[src/rtl/i2d_if_if.sv]
// Instruction-memory fetch bus of the i2d pipeline: one word per req/ack handshake.
interface i2d_if_if;
    logic        req;
    logic [31:0] addr;
    logic        ack;
    logic [31:0] data;
    logic        err;

    modport master (output req, output addr, input ack, input data, input err);
    modport slave  (input req, input addr, output ack, output data, output err);
endinterface

[src/rtl/i2d_if.sv]
// i2d instruction fetch stage: owns the fetch PC, buffers words in a 2-entry
// prefetch FIFO and presents them to ID, honouring stall and branch redirects.
module i2d_if #(
    parameter logic [31:0] RESET_PC = 32'h0000_0000,
    parameter int          DEPTH    = 2
) (
    input  logic            clk,
    input  logic            rst,
    i2d_if_if.master        imem,
    input  logic            id_stall,
    input  logic            branch,
    input  logic [31:0]     branch_pc,
    output logic [31:0]     if_ins,
    output logic [31:0]     if_pc,
    output logic            if_dis,
    output logic            if_err
);

    typedef enum logic [1:0] {
        START,
        FETCH,
        WAIT,
        DROP
    } state_t;

    typedef struct packed {
        logic [31:0] ins;
        logic [31:0] pc;
        logic        err;
    } slot_t;

    localparam logic [1:0] FULL = 2'(DEPTH);

    state_t      state;
    logic [31:0] fetch_pc;
    logic [31:0] next_pc;
    logic [31:0] branch_tgt;

    slot_t       fifo_mem [DEPTH];
    logic        wr_ptr;
    logic        rd_ptr;
    logic [1:0]  count;
    logic [1:0]  count_next;
    logic        push;
    logic        pop;
    slot_t       head;

    assign next_pc    = fetch_pc + 32'd4;
    assign branch_tgt = branch_pc & 32'hFFFF_FFFC;
    assign head       = fifo_mem[rd_ptr];

    // Words acked while draining a wrong-path fetch (DROP) never enter the FIFO.
    assign push = imem.req && imem.ack && !branch && (state == FETCH);
    assign pop  = !branch && !id_stall && (count != 2'd0);

    // NOTE: every variable driven in always_comb gets a value on every path, or a latch is inferred.
    always_comb begin
        count_next = count;
        if (branch) begin
            count_next = 2'd0;
        end else begin
            count_next = count + {1'b0, push} - {1'b0, pop};
        end
    end

    // NOTE: sequential state uses non-blocking assignments so every flop samples pre-edge values.
    always_ff @(posedge clk or negedge rst) begin
        if (!rst) begin
            state     <= START;
            fetch_pc  <= RESET_PC;
            imem.req  <= 1'b0;
            imem.addr <= RESET_PC;
        end else if (branch) begin
            fetch_pc <= branch_tgt;
            if ((state == FETCH || state == DROP) && !imem.ack) begin
                // The outstanding fetch must still complete at its own address.
                state <= DROP;
            end else begin
                state     <= FETCH;
                imem.req  <= 1'b1;
                imem.addr <= branch_tgt;
            end
        end else begin
            case (state)
                START: begin
                    state     <= FETCH;
                    imem.req  <= 1'b1;
                    imem.addr <= fetch_pc;
                end
                FETCH: begin
                    if (imem.ack) begin
                        fetch_pc  <= next_pc;
                        imem.addr <= next_pc;
                        if (count_next == FULL) begin
                            state    <= WAIT;
                            imem.req <= 1'b0;
                        end
                    end
                end
                WAIT: begin
                    if (pop) begin
                        state    <= FETCH;
                        imem.req <= 1'b1;
                        imem.addr <= fetch_pc;
                    end
                end
                DROP: begin
                    if (imem.ack) begin
                        state     <= FETCH;
                        imem.addr <= fetch_pc;
                    end
                end
                default: begin
                    state    <= START;
                    imem.req <= 1'b0;
                end
            endcase
        end
    end

    // NOTE: FIFO storage is not reset; count and pointers alone decide what is valid.
    always_ff @(posedge clk) begin
        if (push) begin
            fifo_mem[wr_ptr] <= '{ins: imem.data, pc: imem.addr, err: imem.err};
        end
    end

    always_ff @(posedge clk or negedge rst) begin
        if (!rst) begin
            count  <= 2'd0;
            wr_ptr <= 1'b0;
            rd_ptr <= 1'b0;
        end else if (branch) begin
            count  <= 2'd0;
            wr_ptr <= 1'b0;
            rd_ptr <= 1'b0;
        end else begin
            count <= count_next;
            if (push) begin
                wr_ptr <= ~wr_ptr;
            end
            if (pop) begin
                rd_ptr <= ~rd_ptr;
            end
        end
    end

    // Output slot: a branch always bubbles, even over a stall; if_pc keeps its last value on bubbles.
    always_ff @(posedge clk or negedge rst) begin
        if (!rst) begin
            if_ins <= 32'd0;
            if_pc  <= 32'd0;
            if_dis <= 1'b1;
            if_err <= 1'b0;
        end else if (branch) begin
            if_ins <= 32'd0;
            if_dis <= 1'b1;
            if_err <= 1'b0;
        end else if (!id_stall) begin
            if (count != 2'd0) begin
                if_ins <= head.ins;
                if_pc  <= head.pc;
                if_dis <= 1'b0;
                if_err <= head.err;
            end else begin
                if_ins <= 32'd0;
                if_dis <= 1'b1;
                if_err <= 1'b0;
            end
        end
    end

endmodule

[src/flat_wrapper.sv]
// flat-port wrapper written by rule: the top's interface ports become plain ports
module i2d_if_flat 
#(
    parameter logic [31:0] RESET_PC = 32'h0000_0000,
    parameter int          DEPTH    = 2
)
  (clk, rst, id_stall, branch, branch_pc, if_ins, if_pc, if_dis, if_err, imem_req, imem_addr, imem_ack, imem_data, imem_err);
  i2d_if_if imem_i ();
  input  logic clk;
  input  logic rst;
  input  logic id_stall;
  input  logic branch;
  input  logic [31:0] branch_pc;
  output logic [31:0] if_ins;
  output logic [31:0] if_pc;
  output logic if_dis;
  output logic if_err;
  output wire logic [$bits(imem_i.req)-1:0] imem_req;
  output wire logic [$bits(imem_i.addr)-1:0] imem_addr;
  input wire logic [$bits(imem_i.ack)-1:0] imem_ack;
  input wire logic [$bits(imem_i.data)-1:0] imem_data;
  input wire logic [$bits(imem_i.err)-1:0] imem_err;
  assign imem_req = imem_i.req;
  assign imem_addr = imem_i.addr;
  assign imem_i.ack = imem_ack;
  assign imem_i.data = imem_data;
  assign imem_i.err = imem_err;
  i2d_if #(.RESET_PC(RESET_PC), .DEPTH(DEPTH)) u_core (.clk(clk), .rst(rst), .imem(imem_i), .id_stall(id_stall), .branch(branch), .branch_pc(branch_pc), .if_ins(if_ins), .if_pc(if_pc), .if_dis(if_dis), .if_err(if_err));
endmodule
[config.mk]
export PLATFORM = sky130hd
export DESIGN_NAME = i2d_if_flat
export DESIGN_NICKNAME = d
export VERILOG_FILES = /design/src/rtl/i2d_if_if.sv /design/src/rtl/i2d_if.sv /design/src/flat_wrapper.sv
export SDC_FILE = /design/constraint.sdc
export NUM_CORES = 1
export LEC_CHECK = 0
export ABC_AREA = 1
export CORE_MARGIN = 8
export CORE_UTILIZATION = 47
export CTS_CLUSTER_DIAMETER = 200
export DETAILED_ROUTE_END_ITERATION = 10
export PLACE_DENSITY = 0.81
export SKIP_CTS_REPAIR_TIMING = 1
export SLEW_MARGIN = 20
export SYNTH_ARGS = -nofsm -noshare
export SYNTH_HDL_FRONTEND = slang
export SYNTH_SLANG_ARGS = --single-unit
[constraint.sdc]
create_clock -name clk -period 5.9 [get_ports clk]
set_input_delay 0.885 -clock clk [delete_from_list [all_inputs] [get_ports clk]]
set_output_delay 0.885 -clock clk [all_outputs]
set_load 0.02 [all_outputs]
**Word-level counts from Yosys, hierarchy flattened**

Memory sizes are Yosys's and may differ from the RTL's.
Index checks and enable logic that the tools add are counted.

- Flip-flop bits (word level): 137
- RAM bits: 130
- Input bits: 70
- Output and inout port bits: 99
- Word-level logic and storage cells: 89
- Memories: 1

Memory list:

| memory | depth | width | read ports | clocked after memory_dff | write ports | line | text |
|---|---|---|---|---|---|---|---|
| u_core.fifo_mem | 2 | 65 | 1 | 0 | 1 | i2d_if.sv:39 | `slot_t fifo_mem [DEPTH];` |

- Add/subtract/negate cells: 3
- Eq/ne operators: 10
- Muxes and demuxes: 38
- Bitwise gates (word level): 4
- Reduce and logical (&&, ||, !) cells: 22

Operator list:

| cell | count |
|---|---|
| 32-bit two-way mux | 10 |
| 32-bit one-hot mux with 4 select lines | 1 |
| 32-bit by 3-bit adder with 32-bit output (second input constant) | 1 |
| 1-bit two-way mux | 17 |
| 2-bit two-way mux | 8 |
| 2-bit nonzero test | 5 |
| 3-bit inequality test (second input constant) | 3 |
| 2-bit one-hot mux with 4 select lines | 1 |
| 4-bit AND reduction | 2 |
| 2-bit equality test (second input constant) | 3 |
| 1-bit logical AND | 6 |
| 5-bit AND reduction | 1 |
| 1-bit NOT | 4 |
| 4-bit nonzero test | 1 |
| 1-bit logical NOT | 3 |
| 3-bit by 2-bit inequality test with 1-bit output (second input constant) | 1 |
| 1-bit one-hot mux with 3 select lines | 1 |
| 3-bit AND reduction | 1 |
| 2-bit by 1-bit adder with 2-bit output | 1 |
| 2-bit by 1-bit equality test with 1-bit output (second input constant) | 1 |
| 2-bit logical NOT | 1 |
| 2-bit by 1-bit inequality test with 1-bit output (second input constant) | 1 |
| 2-bit inequality test (second input constant) | 1 |
| 2-bit AND reduction | 1 |
| other kinds (2) | 2 |

**Depth between registers and ports, before layout**

- Depth after elaboration: 11
- Depth in mapped cells: 16
- Gate-level depth less buffers: 15

**Least setup slack after synthesis**

Ideal clock, no wire load.

- Kind: input to register
- Start: input branch
- End: memory u_core.fifo_mem[0][0] (netlist bit) (enable)
- Library setup time: 0.486 ns
- Data arrival time: 4.073 ns
- Data required time: 5.414 ns
- Slack: 1.341 ns
- Cell stages on the path: 5
- Path through: inv_2 > nand3_2 > inv_2 > nand2_1 > nor2_1

- Cells in the longest elaborated chain, start to end: 5

RTL lines:

| element | line | text |
|---|---|---|
| start, declared | flat_wrapper.sv:12 | `input logic branch;` |
| 1-bit logical NOT | i2d_if.sv:53 | `assign push = imem.req && imem.ack && !branch && (state == FETCH);` |
| 1-bit logical AND (2 in a row) | i2d_if.sv:53 |  |
| 1-bit two-way mux | i2d_if.sv:123 | `if (push) begin` |
| 1-bit two-way mux (not written as such) | i2d_if.sv:124 | `fifo_mem[wr_ptr] <= '{ins: imem.data, pc: imem.addr, err: imem.err};` |
| end, declared | i2d_if.sv:39 |  |

Every way passes these cells.

**Worst setup path in the final report**

- Start: input branch
- End: register u_core.imem.addr[13]

- Cells in the longest elaborated chain, start to end: 5

RTL lines:

| element | line | text |
|---|---|---|
| 1-bit logical NOT | i2d_if.sv:54 | `assign pop = !branch && !id_stall && (count != 2'd0);` |
| 1-bit logical AND (2 in a row) | i2d_if.sv:54 |  |
| 3-bit by 2-bit inequality test with 1-bit output (no source line) | n/a |  |
| 4-bit AND reduction (no source line) | n/a |  |
| end signal, assigned | i2d_if.sv:81 | `imem.addr <= branch_tgt;` |
| end signal, assigned | i2d_if.sv:88 | `imem.addr <= fetch_pc;` |
| end signal, assigned | i2d_if.sv:93 | `imem.addr <= next_pc;` |
| end, declared | i2d_if_if.sv:9 | `modport master (output req, output addr, input ack, input data, input err);` |

Several ways; a longest one is shown, not always the timed one.
A chain may end at the register's enable or synchronous reset.

==> flow_metrics.env <==
export IMPL_fin_skew_ns=0.00745
export IMPL_hpwl_um=18600
export IMPL_portBuffers=166
export IMPL_relSlewSlack=0.278
export IMPL_netlist_top_cells_area="edfxtp_1 (34%), dfrtp_1 (30%), nand2_1 (8.1%)"
export IMPL_core_sq_mm=0.0234
export IMPL_synth_edff_count=128
export IMPL_drt_wl_total_um=28300
export IMPL_synth_most_common_cell="nand2_1"
export IMPL_synth_seq_cells=261
export IMPL_drv_slew=0
export IMPL_postSynthCellCount=1096
export IMPL_fmax_ghz=0.298
export IMPL_report_final_hold_viol_count=0
export IMPL_p_int_mw=4.16
export IMPL_slowest_delay_ns=0.70
export IMPL_maxCapViolations=0
export IMPL_gp_congestion=0.914
export IMPL_yosys_top_cells_count="nand2_1 (242), nor2_1 (182), dfrtp_1 (132)"
export IMPL_synth_cell_type_count=41
export IMPL_ys_seq_area_frac=0.643
export IMPL_timing_rr_start="u_core.state[0]$_DFFE_PN0P_"
export IMPL_setup_viol=0
export IMPL_p_seq_frac=0.430
export IMPL_clockRootBuffer="clkbuf_16"
export IMPL_rows=56
export IMPL_cp_start_kind="input port"
export IMPL_dieArea_sq_mm=0.0289
export IMPL_pwr_density_cell_mw_per_mm2=459
export IMPL_synth_largest_area_cell="edfxtp_1"
export IMPL_cp_max_fo=62
export IMPL_period_share=0.569
export IMPL_synth_top_area_frac=0.345
export IMPL_hp_class="in2async"
export IMPL_overflow=0
export IMPL_h_tree_depth=1
export IMPL_crit_family="buffers and inverters"
export IMPL_cp_cell_sequence="buf_2, inv_2, buf_4, nand4_1, nand2_1, nor2_4, inv_4, nor2_1, a21oi_1"
export IMPL_cp_num_buf_inv=4
export IMPL_clk_path_buf_depth=3
export IMPL_rsz0062_at_grt="no"
export IMPL_drtIter0Drc=798
export IMPL_viasPerCell=5.36
export IMPL_ys_warn_count=0
export IMPL_drive_above_1_share=0.0649
export IMPL_ios=169
export IMPL_slowest_stage="buf_2"
export IMPL_p_leak_nw=5.51
export IMPL_wl_per_cell_um=17.9
export IMPL_tightest_slew_ns=1.08
export IMPL_area_delta_synth_final_pct=24.5
export IMPL_yosys_most_used_dff="dfrtp_1"
export IMPL_num_nets_final=1317
export IMPL_die_h_um=170
export IMPL_switching_share=0.347
export IMPL_pwr_share_comb=0.310
export IMPL_groute_usage_overall=0.190
export IMPL_worstPathArrival_ns=3.75
export IMPL_syn_area_per_cell_sq_um=10.2
export IMPL_r2r_end="u_core.fifo_mem[1][48]$_DFFE_PP_"
export IMPL_initial_core_util=0.477
export IMPL_async_reset_ff_frac=0.510
export IMPL_cts_tree="built"
export IMPL_reg2reg_slack_ns=3.07
export IMPL_die_width_um=170
export IMPL_drc=0
export IMPL_instances_no_fill=1583
export IMPL_crit_required_ns=6.30
export IMPL_syn_num_nets=1169
export IMPL_cp_num_cells=9
export IMPL_status="completed"
export IMPL_numCtsBuffers=26
export IMPL_rr_worst_depth=7
export IMPL_grt_pass1_vias=8381
export IMPL_p_switching_mw=2.22
export IMPL_min_period_ns=3.36
export IMPL_setup_tns_final_ns=0
export IMPL_grt_pass1_wl_um=44200
export IMPL_dr_pass1_iters=5
export IMPL_critPathCaptureType="flop"
export IMPL_dp_cells=1535
export IMPL_postRouteAntennaNets=0
export IMPL_vdd_drop_max_mv=0.188
export IMPL_tritoncts_num_sinks=261
export IMPL_syn_area_sq_mm=0.0112
export IMPL_antenna_found_initial=1
export IMPL_vias=8486
export IMPL_clkPwrFrac=0.260
export IMPL_crit_type="in2reg"
export IMPL_grt_max_degree=91
export IMPL_clk_insertion_delay_late_ns=0.53
export IMPL_clk_pin_slew_ns=0.06
==> worst max-delay path by stage <==
stage | slack (ns) | end | start
after global routing | 2.28 | u_core.imem.addr[13]$_DFFE_PN0P_ | branch
after CTS | 2.56 | u_core.imem.addr[13]$_DFFE_PN0P_ | branch
after detailed placement | 2.09 | u_core.imem.addr[11]$_DFFE_PN0P_ | branch
after global placement | 2.15 | u_core.state[0]$_DFFE_PN0P_ | id_stall
final | 2.54 | u_core.imem.addr[13]$_DFFE_PN0P_ | branch
after floorplan | 1.34 | u_core.fifo_mem[0][0]$_DFFE_PP_ | branch
==> layout make-up <==
cell class	instances	area (sq um)
Antenna cell	1	2.50
Timing Repair Buffer	176	1760
Fill cell	1875	9520
Sequential cell	261	7170
Clock buffer	38	716
Clock inverter	9	144
Inverter	59	224
Multi-Input combinational cell	720	3470
Tap cell	319	399
==> cells in the final DEF, fill, tap and decap left out, types with 10 or more instances in the layout <==
cell type	count
a21oi_1	46
a31oi_1	35
clkbuf_1	10
clkbuf_16	26
clkdlybuf4s50_1	164
dfrtp_1	131
edfxtp_1	128
inv_1	54
mux2i_1	10
nand2_1	242
nand3_1	71
nor2_1	180
o21ai_0	44
o31ai_1	23
==> state kept, by name, indices dropped and copies added, names as in the netlist, 2 cells and up <==
signal	flops
u_core.state	2
u_core.if_ins	32
u_core.if_pc	31
u_core.fetch_pc	30
u_core.fifo_mem	128
u_core.imem.addr	31
u_core.count	2
==> worst reg2reg max path, cell delays in order, from the launching register on <==
cell and delay (ns):
dfrtp_1 0.44, nand2_2 0.27, inv_1 0.14, nand3_2 0.15, inv_2 0.24, nand2_1 0.24
nor2_4 0.65, buf_4 0.38
==> logic make-up (layout without fill, tap and decap cells) <==
kind of cell	after synthesis	count (layout)	synth area share
multiplexers	10	10	0.00897
adder cells (fa/ha/maj)	3	3	0.00337
flip-flops	261	261	0.643
other	0	1	0
buffers and inverters	115	282	0.0476
XOR/XNOR	13	13	0.0122
AND/OR/NAND/NOR	521	521	0.194
AO/OA/AOI/OAI	173	173	0.0913
==> through the flow <==
step	instance area (sq um)	total power, mW	util	setup slack (ns)	hold slack, ns
after global routing	13900	6.68	0.593	2.28	0.519
after floorplan	11200	3.84	-	1.34	0.470
after CTS	13900	6.41	0.593	2.56	0.487
final	13900	6.38	0.593	2.54	0.414
after detailed placement	13000	4.75	0.556	2.09	0.492
after global placement	13000	4.68	0.556	2.15	0.485
==> layer usage <==
| layer | vias to the layer above | part of all wire | track usage |
|---|---|---|---|
| met2 | 329 | 0.50 | 0.329 |
| met3 | 55 | 0.071 | 0.0343 |
| met1 | 4109 | 0.40 | 0.239 |
| met5 | - | 0 | 0 |
| met4 | 0 | 0.025 | 0.0614 |
| li1 | 3993 | - | - |
==> power by group through the flow <==
stage                     Clock [mW]  Sequential, mW  Combinational [mW]
final                           1.66            2.74                1.98
after global routing            1.74            2.79                2.14
after CTS                       1.67            2.74                1.99
after detailed placement           0            2.77                1.98
after global placement             0            2.75                1.93
after floorplan                    0            2.98               0.866
No activity file was read; power rests on OpenSTA's default activity.
